## src/rtl/countdown_timer_pkg.sv

```systemverilog
// ---------------------------------------------------------------------------
// timer_pkg
// Shared types and constants for the MM:SS countdown timer.
//   state_t      : controller states (IDLE, RUN, PAUSE, DONE)
//   BCD_W        : width of one BCD digit
//   BCD_MAX      : largest legal BCD digit
//   SEC_TENS_MAX : largest tens-of-seconds digit (59 -> 5)
//   HALF_TENS    : tens-of-seconds digit loaded for a half-minute setting
//   bcd_clamp()  : saturates a 4-bit value to a legal BCD digit
// ---------------------------------------------------------------------------
package timer_pkg;

   localparam int BCD_W        = 4;
   localparam int BCD_MAX      = 9;
   localparam int SEC_TENS_MAX = 5;
   localparam int HALF_TENS    = 3;

   typedef enum logic [1:0] {
      IDLE  = 2'd0,
      RUN   = 2'd1,
      PAUSE = 2'd2,
      DONE  = 2'd3
   } state_t;

   function automatic logic [BCD_W-1:0] bcd_clamp(input logic [BCD_W-1:0] d);
      return (d > BCD_W'(BCD_MAX)) ? BCD_W'(BCD_MAX) : d;
   endfunction

endpackage

```

## src/rtl/countdown_timer_if.sv

```systemverilog
// ---------------------------------------------------------------------------
// countdown_timer_if
// Setting, control-pulse and display/status bundle of the countdown timer.
//   set_hi/set_lo/set_half : minute setting from the setup block
//   start_stop/cancel      : one-cycle pulses from the debouncers
//   m_hi/m_lo/s_hi/s_lo    : displayed BCD digits MM:SS
//   running/alarm/done     : status (done is a one-cycle pulse)
// master = the side driving setting/controls, slave = the timer.
// ---------------------------------------------------------------------------
interface countdown_timer_if;
   import timer_pkg::*;

   logic [BCD_W-1:0] set_hi;
   logic [BCD_W-1:0] set_lo;
   logic             set_half;
   logic             start_stop;
   logic             cancel;
   logic [BCD_W-1:0] m_hi;
   logic [BCD_W-1:0] m_lo;
   logic [BCD_W-1:0] s_hi;
   logic [BCD_W-1:0] s_lo;
   logic             running;
   logic             alarm;
   logic             done;

   modport master (
      output set_hi, set_lo, set_half, start_stop, cancel,
      input  m_hi, m_lo, s_hi, s_lo, running, alarm, done
   );

   modport slave (
      input  set_hi, set_lo, set_half, start_stop, cancel,
      output m_hi, m_lo, s_hi, s_lo, running, alarm, done
   );

endinterface

```

## src/rtl/countdown_timer_bcd_dec.sv

```systemverilog
// ---------------------------------------------------------------------------
// timer_bcd_dec
// Combinational one-second decrement of an MM:SS BCD value.
//   en                     : apply the decrement (ignored at 00:00)
//   m_hi_i..s_lo_i         : current digits
//   m_hi_o..s_lo_o         : next digits
//   is_one / is_zero       : current value is 00:01 / 00:00
// ---------------------------------------------------------------------------
module timer_bcd_dec
   import timer_pkg::*;
(
   input  logic             en,
   input  logic [BCD_W-1:0] m_hi_i,
   input  logic [BCD_W-1:0] m_lo_i,
   input  logic [BCD_W-1:0] s_hi_i,
   input  logic [BCD_W-1:0] s_lo_i,
   output logic [BCD_W-1:0] m_hi_o,
   output logic [BCD_W-1:0] m_lo_o,
   output logic [BCD_W-1:0] s_hi_o,
   output logic [BCD_W-1:0] s_lo_o,
   output logic             is_one,
   output logic             is_zero
);

   logic upper_zero;

   assign upper_zero = (m_hi_i == '0) && (m_lo_i == '0) && (s_hi_i == '0);
   assign is_zero    = upper_zero && (s_lo_i == '0);
   assign is_one     = upper_zero && (s_lo_i == BCD_W'(1));

   // Borrow ripples s_lo -> s_hi -> m_lo -> m_hi; the zero guard keeps
   // m_hi from wrapping below 0.
   always_comb begin
      m_hi_o = m_hi_i;
      m_lo_o = m_lo_i;
      s_hi_o = s_hi_i;
      s_lo_o = s_lo_i;
      if (en && !is_zero) begin
         if (s_lo_i != '0) begin
            s_lo_o = s_lo_i - BCD_W'(1);
         end else begin
            s_lo_o = BCD_W'(BCD_MAX);
            if (s_hi_i != '0) begin
               s_hi_o = s_hi_i - BCD_W'(1);
            end else begin
               s_hi_o = BCD_W'(SEC_TENS_MAX);
               if (m_lo_i != '0) begin
                  m_lo_o = m_lo_i - BCD_W'(1);
               end else begin
                  m_lo_o = BCD_W'(BCD_MAX);
                  m_hi_o = m_hi_i - BCD_W'(1);
               end
            end
         end
      end
   end

endmodule

```

## src/rtl/countdown_timer.sv

```systemverilog
// ---------------------------------------------------------------------------
// countdown_timer
// Runs an MM:SS setting (00:00..99:30) down to zero at 1 Hz and raises an
// alarm for ALARM_SEC seconds at expiry.
//   clk      : system clock (CLK_HZ)
//   reset_n  : asynchronous active-low reset
//   bus      : countdown_timer_if.slave (setting, pulses, digits, status)
//
// state | meaning
// ------+-------------------------------------------------------------
// IDLE  | digits track the clamped setting, prescaler held at 0
// RUN   | prescaler counting, digits decrement once per second
// PAUSE | digits and prescaler frozen
// DONE  | digits 00:00, alarm high, counting seconds until auto-return
// ---------------------------------------------------------------------------
module countdown_timer
   import timer_pkg::*;
#(
   parameter int CLK_HZ    = 12000000,
   parameter int ALARM_SEC = 10
) (
   input  logic              clk,
   input  logic              reset_n,
   countdown_timer_if.slave  bus
);

   localparam int              PS_W     = (CLK_HZ > 1) ? $clog2(CLK_HZ) : 1;
   localparam logic [PS_W-1:0] PS_LAST  = PS_W'(CLK_HZ - 1);
   localparam logic [7:0]      ALM_LAST = 8'(ALARM_SEC - 1);

   state_t            state, state_nxt;
   logic [PS_W-1:0]   prescaler;
   logic [7:0]        alarm_cnt;
   logic              done_r;
   logic [BCD_W-1:0]  m_hi_r, m_lo_r, s_hi_r, s_lo_r;

   logic [BCD_W-1:0]  set_m_hi, set_m_lo, set_s_hi;
   logic              set_zero;
   logic              tick;

   logic [BCD_W-1:0]  dec_m_hi, dec_m_lo, dec_s_hi, dec_s_lo;
   logic              dec_one, dec_zero;

   logic              load_set, ps_clr, ps_run, dec_en;
   logic              alm_clr, alm_inc, done_nxt;

   assign set_m_hi = bcd_clamp(bus.set_hi);
   assign set_m_lo = bcd_clamp(bus.set_lo);
   assign set_s_hi = bus.set_half ? BCD_W'(HALF_TENS) : '0;
   assign set_zero = (set_m_hi == '0) && (set_m_lo == '0) && !bus.set_half;

   assign tick = (prescaler == PS_LAST);

   timer_bcd_dec u_dec (
      .en      (dec_en),
      .m_hi_i  (m_hi_r),
      .m_lo_i  (m_lo_r),
      .s_hi_i  (s_hi_r),
      .s_lo_i  (s_lo_r),
      .m_hi_o  (dec_m_hi),
      .m_lo_o  (dec_m_lo),
      .s_hi_o  (dec_s_hi),
      .s_lo_o  (dec_s_lo),
      .is_one  (dec_one),
      .is_zero (dec_zero)
   );

   always_ff @(posedge clk or negedge reset_n) begin
      if (!reset_n) begin
         state <= IDLE;
      end else begin
         state <= state_nxt;
      end
   end

   always_comb begin
      state_nxt = state;
      load_set  = 1'b0;
      ps_clr    = 1'b0;
      ps_run    = 1'b0;
      dec_en    = 1'b0;
      alm_clr   = 1'b0;
      alm_inc   = 1'b0;
      done_nxt  = 1'b0;
      unique case (state)
         IDLE: begin
            load_set = 1'b1;
            ps_clr   = 1'b1;
            if (bus.start_stop && !set_zero) state_nxt = RUN;
         end
         RUN: begin
            ps_run = 1'b1;
            dec_en = tick && !dec_zero;
            // Expiry wins over a simultaneous pause request.
            if (tick && dec_one) begin
               state_nxt = DONE;
               done_nxt  = 1'b1;
               alm_clr   = 1'b1;
            end else if (bus.start_stop) begin
               state_nxt = PAUSE;
            end
         end
         PAUSE: begin
            if (bus.start_stop) state_nxt = RUN;
         end
         DONE: begin
            ps_run = 1'b1;
            if (bus.start_stop) begin
               state_nxt = IDLE;
            end else if (tick) begin
               if (alarm_cnt == ALM_LAST) state_nxt = IDLE;
               else                       alm_inc   = 1'b1;
            end
         end
         default: state_nxt = IDLE;
      endcase
      if (bus.cancel) begin
         state_nxt = IDLE;
         done_nxt  = 1'b0;
      end
      // Any path into IDLE picks up the setting and parks the prescaler.
      if (state_nxt == IDLE) begin
         load_set = 1'b1;
         ps_clr   = 1'b1;
      end
   end

   always_ff @(posedge clk or negedge reset_n) begin
      if (!reset_n) begin
         prescaler <= '0;
         alarm_cnt <= '0;
         done_r    <= 1'b0;
         m_hi_r    <= '0;
         m_lo_r    <= '0;
         s_hi_r    <= '0;
         s_lo_r    <= '0;
      end else begin
         done_r <= done_nxt;

         if (ps_clr)      prescaler <= '0;
         else if (ps_run) prescaler <= tick ? '0 : prescaler + PS_W'(1);

         if (alm_clr)      alarm_cnt <= '0;
         else if (alm_inc) alarm_cnt <= alarm_cnt + 8'd1;

         if (load_set) begin
            m_hi_r <= set_m_hi;
            m_lo_r <= set_m_lo;
            s_hi_r <= set_s_hi;
            s_lo_r <= '0;
         end else if (dec_en) begin
            m_hi_r <= dec_m_hi;
            m_lo_r <= dec_m_lo;
            s_hi_r <= dec_s_hi;
            s_lo_r <= dec_s_lo;
         end
      end
   end

   assign bus.m_hi    = m_hi_r;
   assign bus.m_lo    = m_lo_r;
   assign bus.s_hi    = s_hi_r;
   assign bus.s_lo    = s_lo_r;
   assign bus.running = (state == RUN);
   assign bus.alarm   = (state == DONE);
   assign bus.done    = done_r;

endmodule

```

## src/flat_wrapper.sv

```systemverilog
// flat-port wrapper written by rule: the top's interface ports become plain ports
module countdown_timer_flat import timer_pkg::*;
#(
   parameter int CLK_HZ    = 12000000,
   parameter int ALARM_SEC = 10
)
  (clk, reset_n, bus_set_hi, bus_set_lo, bus_set_half, bus_start_stop, bus_cancel, bus_m_hi, bus_m_lo, bus_s_hi, bus_s_lo, bus_running, bus_alarm, bus_done);
  countdown_timer_if bus_i ();
  input  logic clk;
  input  logic reset_n;
  input wire logic [$bits(bus_i.set_hi)-1:0] bus_set_hi;
  input wire logic [$bits(bus_i.set_lo)-1:0] bus_set_lo;
  input wire logic [$bits(bus_i.set_half)-1:0] bus_set_half;
  input wire logic [$bits(bus_i.start_stop)-1:0] bus_start_stop;
  input wire logic [$bits(bus_i.cancel)-1:0] bus_cancel;
  output wire logic [$bits(bus_i.m_hi)-1:0] bus_m_hi;
  output wire logic [$bits(bus_i.m_lo)-1:0] bus_m_lo;
  output wire logic [$bits(bus_i.s_hi)-1:0] bus_s_hi;
  output wire logic [$bits(bus_i.s_lo)-1:0] bus_s_lo;
  output wire logic [$bits(bus_i.running)-1:0] bus_running;
  output wire logic [$bits(bus_i.alarm)-1:0] bus_alarm;
  output wire logic [$bits(bus_i.done)-1:0] bus_done;
  assign bus_i.set_hi = bus_set_hi;
  assign bus_i.set_lo = bus_set_lo;
  assign bus_i.set_half = bus_set_half;
  assign bus_i.start_stop = bus_start_stop;
  assign bus_i.cancel = bus_cancel;
  assign bus_m_hi = bus_i.m_hi;
  assign bus_m_lo = bus_i.m_lo;
  assign bus_s_hi = bus_i.s_hi;
  assign bus_s_lo = bus_i.s_lo;
  assign bus_running = bus_i.running;
  assign bus_alarm = bus_i.alarm;
  assign bus_done = bus_i.done;
  countdown_timer #(.CLK_HZ(CLK_HZ), .ALARM_SEC(ALARM_SEC)) u_core (.clk(clk), .reset_n(reset_n), .bus(bus_i));
endmodule
```

## config.mk

```make
export PLATFORM = sky130hd
export DESIGN_NAME = countdown_timer_flat
export DESIGN_NICKNAME = d
export VERILOG_FILES = /design/src/rtl/countdown_timer_pkg.sv /design/src/rtl/countdown_timer_if.sv /design/src/rtl/countdown_timer_bcd_dec.sv /design/src/rtl/countdown_timer.sv /design/src/flat_wrapper.sv
export SDC_FILE = /design/constraint.sdc
export NUM_CORES = 1
export LEC_CHECK = 0
export ABC_AREA = 1
export CAP_MARGIN = 20
export CORE_MARGIN = 10
export CORE_UTILIZATION = 45
export DETAILED_ROUTE_END_ITERATION = 8
export SYNTH_ARGS = -nofsm -noshare
export SYNTH_HDL_FRONTEND = slang
export SYNTH_SLANG_ARGS = --single-unit
```

## constraint.sdc

```tcl
create_clock -name clk -period 4.68 [get_ports clk]
set_input_delay 0.936 -clock clk [delete_from_list [all_inputs] [get_ports clk]]
set_output_delay 0.936 -clock clk [all_outputs]
set_load 0.02 [all_outputs]
```

==> summary.txt <==
Floorplan
  – Die Span Y: 108.5 um
  – Core Rows: 32
  – Die W: 108.5 um
  – Initial core utilization: 0.4582
  – Die ar.: 11770 um2
  – Core area: 7687 um2
  – Io pins: 32

Global routing
  – Largest net degree at the start of global routing: 52
  – Antenna violations before repair: 0
  – Vias in the first global route: 3167
  – First-pass GRT wire length: 15060 um
  – GR Overflow Total: 0
  – GRT Util Overall: 0.1563

Timing
  – Achievable Freq: approximately 0.33 GHz
  – Setup_tns: 0 ns
  – Headroom to the max-slew limit: 0.5594
  – Slew Limit Fails: 0
  – Worst Clk Skew: ~0.013 ns
  – Post-route clock period utilization: 0.6429
  – Final setup vio count: 0
  – Minimum clock period: 3.009 ns
  – Final Hold Fails: 0
  – Worst slew pin tran: 0.6609 ns
  – RSZ-0062 raised after global routing: no

Worst setup path
  – Worst EP arrival: 2.07 ns
  – Kind of critical path: reg -> out
  – Startpoint types: flop
  – CP max stage delay: 0.67 ns
  – Worst path required time: 3.74 ns
  – Worst setup EP type: primary output
  – Slowest cell on crit path: clkdlybuf4s50_1
  – Cell Chain, Critical Path: buf_4 > inv_2 > nor2_1 > clkdlybuf4s50_1
  – Worst-path maximum fanout: 25

Cells and area
  – Layout cells sized above 1: 0.08503
  – Layout area overhead: 14.64%
  – ANT cells: 0
  – Fin nets: 560

Yosys
  – Synth top area cells: dfrtp_1, nand2_1, nor2_1
  – Area leader, netlist: dfrtp_1
  – Synth Flop Type: dfrtp_1
  – Mean post-synth cell area: 6.947 um2
  – YS warnings: 0
  – Syn Inst Count: slightly above 500
  – Register area share after synthesis: 0.3623
  – Mapped Nets: 527
  – Flops & latches, synth: 51
  – Number of synthesized flops with an enable pin: 0
  – Top-area cell type share of the netlist area: 0.3623
  – Yosys cell types: between 40 and 50
  – Ys async rst share: 1.000
  – Synthesized area: 3522 um2

Min path
  – Worst Hold Class: reg -> reg

Route
  – ANT nets after route: 0
  – Starting DRT DRC Count: 96
  – DRT Pass-1 Iters: 5
  – Drt total wl: 8954 um
  – Drt via density: 5.148
  – DRC Markers: 0
  – Via count: approximately 3300
  – Per-cell routed wire length: roughly 14 um

Run status
  – Status: finished clean

CTS
  – Total CTS buffers: 5
  – Root Buffer: clkbuf_8
  – Clock latency on the worst-skew pair: 0.31 ns
  – Post-CTS sizing: 0
  – CTS clk-pin slew, worst paths: approximately 0.10 ns
  – CTS Sinks: 51
  – H-tree levels: 2
  – Cts hold-fix bufs: 0
  – Post-CTS Setup Inserts: 0
  – CTS tree: yes
  – CTS max path bufs: 2

Job
  – Max cap viols: 0

Place
  – GPL Wtd Cong: slightly below 1
  – DP Wirelength: 6656 um
  – Port Buffers: 31

Power and ir drop
  – Leak: 1.850 nW
  – VDD IR max: between 0.2 and 0.25 mV
  – Tot Pwr: 1.350 mW
  – Power Density: 334.3 nW/um2
==> stage by stage <==
stage	cells	util	hold WS, ns	setup slack, ns	cell area, um2
2_1_floorplan	507	-	0.4760	2.563	3522
3_3_place_gp	635	0.5094	0.5104	1.586	3916
3_5_place_dp	635	0.5094	0.5168	1.541	3916
4_1_cts	643	0.5252	0.5311	1.657	4038
5_1_grt	643	0.5252	0.5536	1.604	4038
6_report	643	0.5252	0.5273	1.671	4038
==> where the power goes <==
group	switching [mW]	internal, mW	total [mW]
Clock	0.156	0.176	0.332
Combinational	0.294	0.177	0.470
Sequential	0.0627	0.485	0.548
==> worst max-delay path, delay by kind of cell, from the launching register on <==
kind                   cells  cell delay [ns]
flip-flops                 1             0.34
buffers and inverters      3             1.13
AND/OR/NAND/NOR            1             0.28
==> final timing paths <==
check	from	end	slack, ns	depth (start not counted)
max	u_core.state[0]	bus_running	1.67	4
min in group asynchronous	reset_n	u_core.prescaler[8]	0.73	2
max reg2reg	u_core.prescaler[0]	u_core.bus.s_lo[1]	1.95	13
max in group asynchronous	reset_n	u_core.bus.m_lo[3]	3.50	2
min reg2reg	u_core.alarm_cnt[3]	u_core.alarm_cnt[3]	0.53	1
min	u_core.alarm_cnt[3]	u_core.alarm_cnt[3]	0.53	1
==> cell families (layout without fill, tap and decap cells) <==
logic type,count (synthesis),after routing,share of synthesized area
DFF,51,51,0.3623
buffers and inverters,75,109,0.08774
xor gates and xnor gates,12,12,0.02984
adders and majority gates,7,7,0.02487
AOI/OAI and AO/OA,64,64,0.1172
and+or+nand+nor,298,298,0.3780
==> routing by layer <==
metal | vias up | global-route usage | share of wire
met3 | 9 | 0.03629 | 0.044
li1 | 1691 | - | -
met2 | 54 | 0.2634 | 0.48
met5 | - | 0 | 0
met1 | 1556 | 0.1969 | 0.46
met4 | 0 | 0.03955 | 0.0098
==> flip-flops by register name (all words and copies together) (netlist names) <==
register          count
u_core.alarm_cnt      8
u_core.bus.done       1
u_core.bus.m_hi       4
u_core.bus.m_lo       4
u_core.bus.s_hi       4
u_core.bus.s_lo       4
u_core.prescaler     24
u_core.state          2
==> cells in the mapped netlist (3+ instances only) <==
| cell type | n |
|---|---|
| nand2_1 | 149 |
| nor2_1 | 63 |
| inv_1 | 60 |
| dfrtp_1 | 51 |
| nand3_1 | 29 |
| a21oi_1 | 25 |
| o21ai_0 | 16 |
| nor3_1 | 15 |
| nand4_1 | 10 |
| xor2_1 | 8 |
| ha_1 | 7 |
| inv_2 | 7 |
| nor2_2 | 6 |
| nand2_2 | 5 |
| o21ai_1 | 5 |
| nand3b_1 | 4 |
| nor4_1 | 4 |
| xnor2_1 | 4 |
| clkbuf_1 | 3 |
| o21bai_1 | 3 |
==> cell usage in the layout, fill, tap and decap left out, drive strengths merged <==
| cell type | instances |
|---|---|
| a211oi | 4 |
| a21boi | 1 |
| a21oi | 25 |
| a22oi | 1 |
| a31o | 1 |
| a32oi | 1 |
| and3 | 1 |
| buf | 3 |
| bufinv | 1 |
| clkbuf | 6 |
| clkdlybuf4s50 | 30 |
| clkinv | 1 |
| dfrtp | 51 |
| ha | 7 |
| inv | 68 |
| nand2 | 156 |
| nand3 | 31 |
| nand3b | 4 |
| nand4 | 11 |
| nor2 | 70 |
| nor3 | 17 |
| nor3b | 2 |
| nor4 | 4 |
| o2111ai | 1 |
| o21a | 2 |
| o21ai | 22 |
| o21bai | 4 |
| o31ai | 1 |
| o41ai | 1 |
| or2 | 2 |
| xnor2 | 4 |
| xor2 | 8 |
==> layout make-up <==
cell class / instances / area [um2]
clock buffer: 6 / 82.58
clock inverter: 2 / 38.79
fill: 787 / 3650
inverter: 68 / 255.2
multi-input combinational: 381 / 1937
sequential: 51 / 1276
tap: 102 / 127.6
timing repair buffer: 33 / 320.3
No activity file was read; power rests on OpenSTA's default activity.
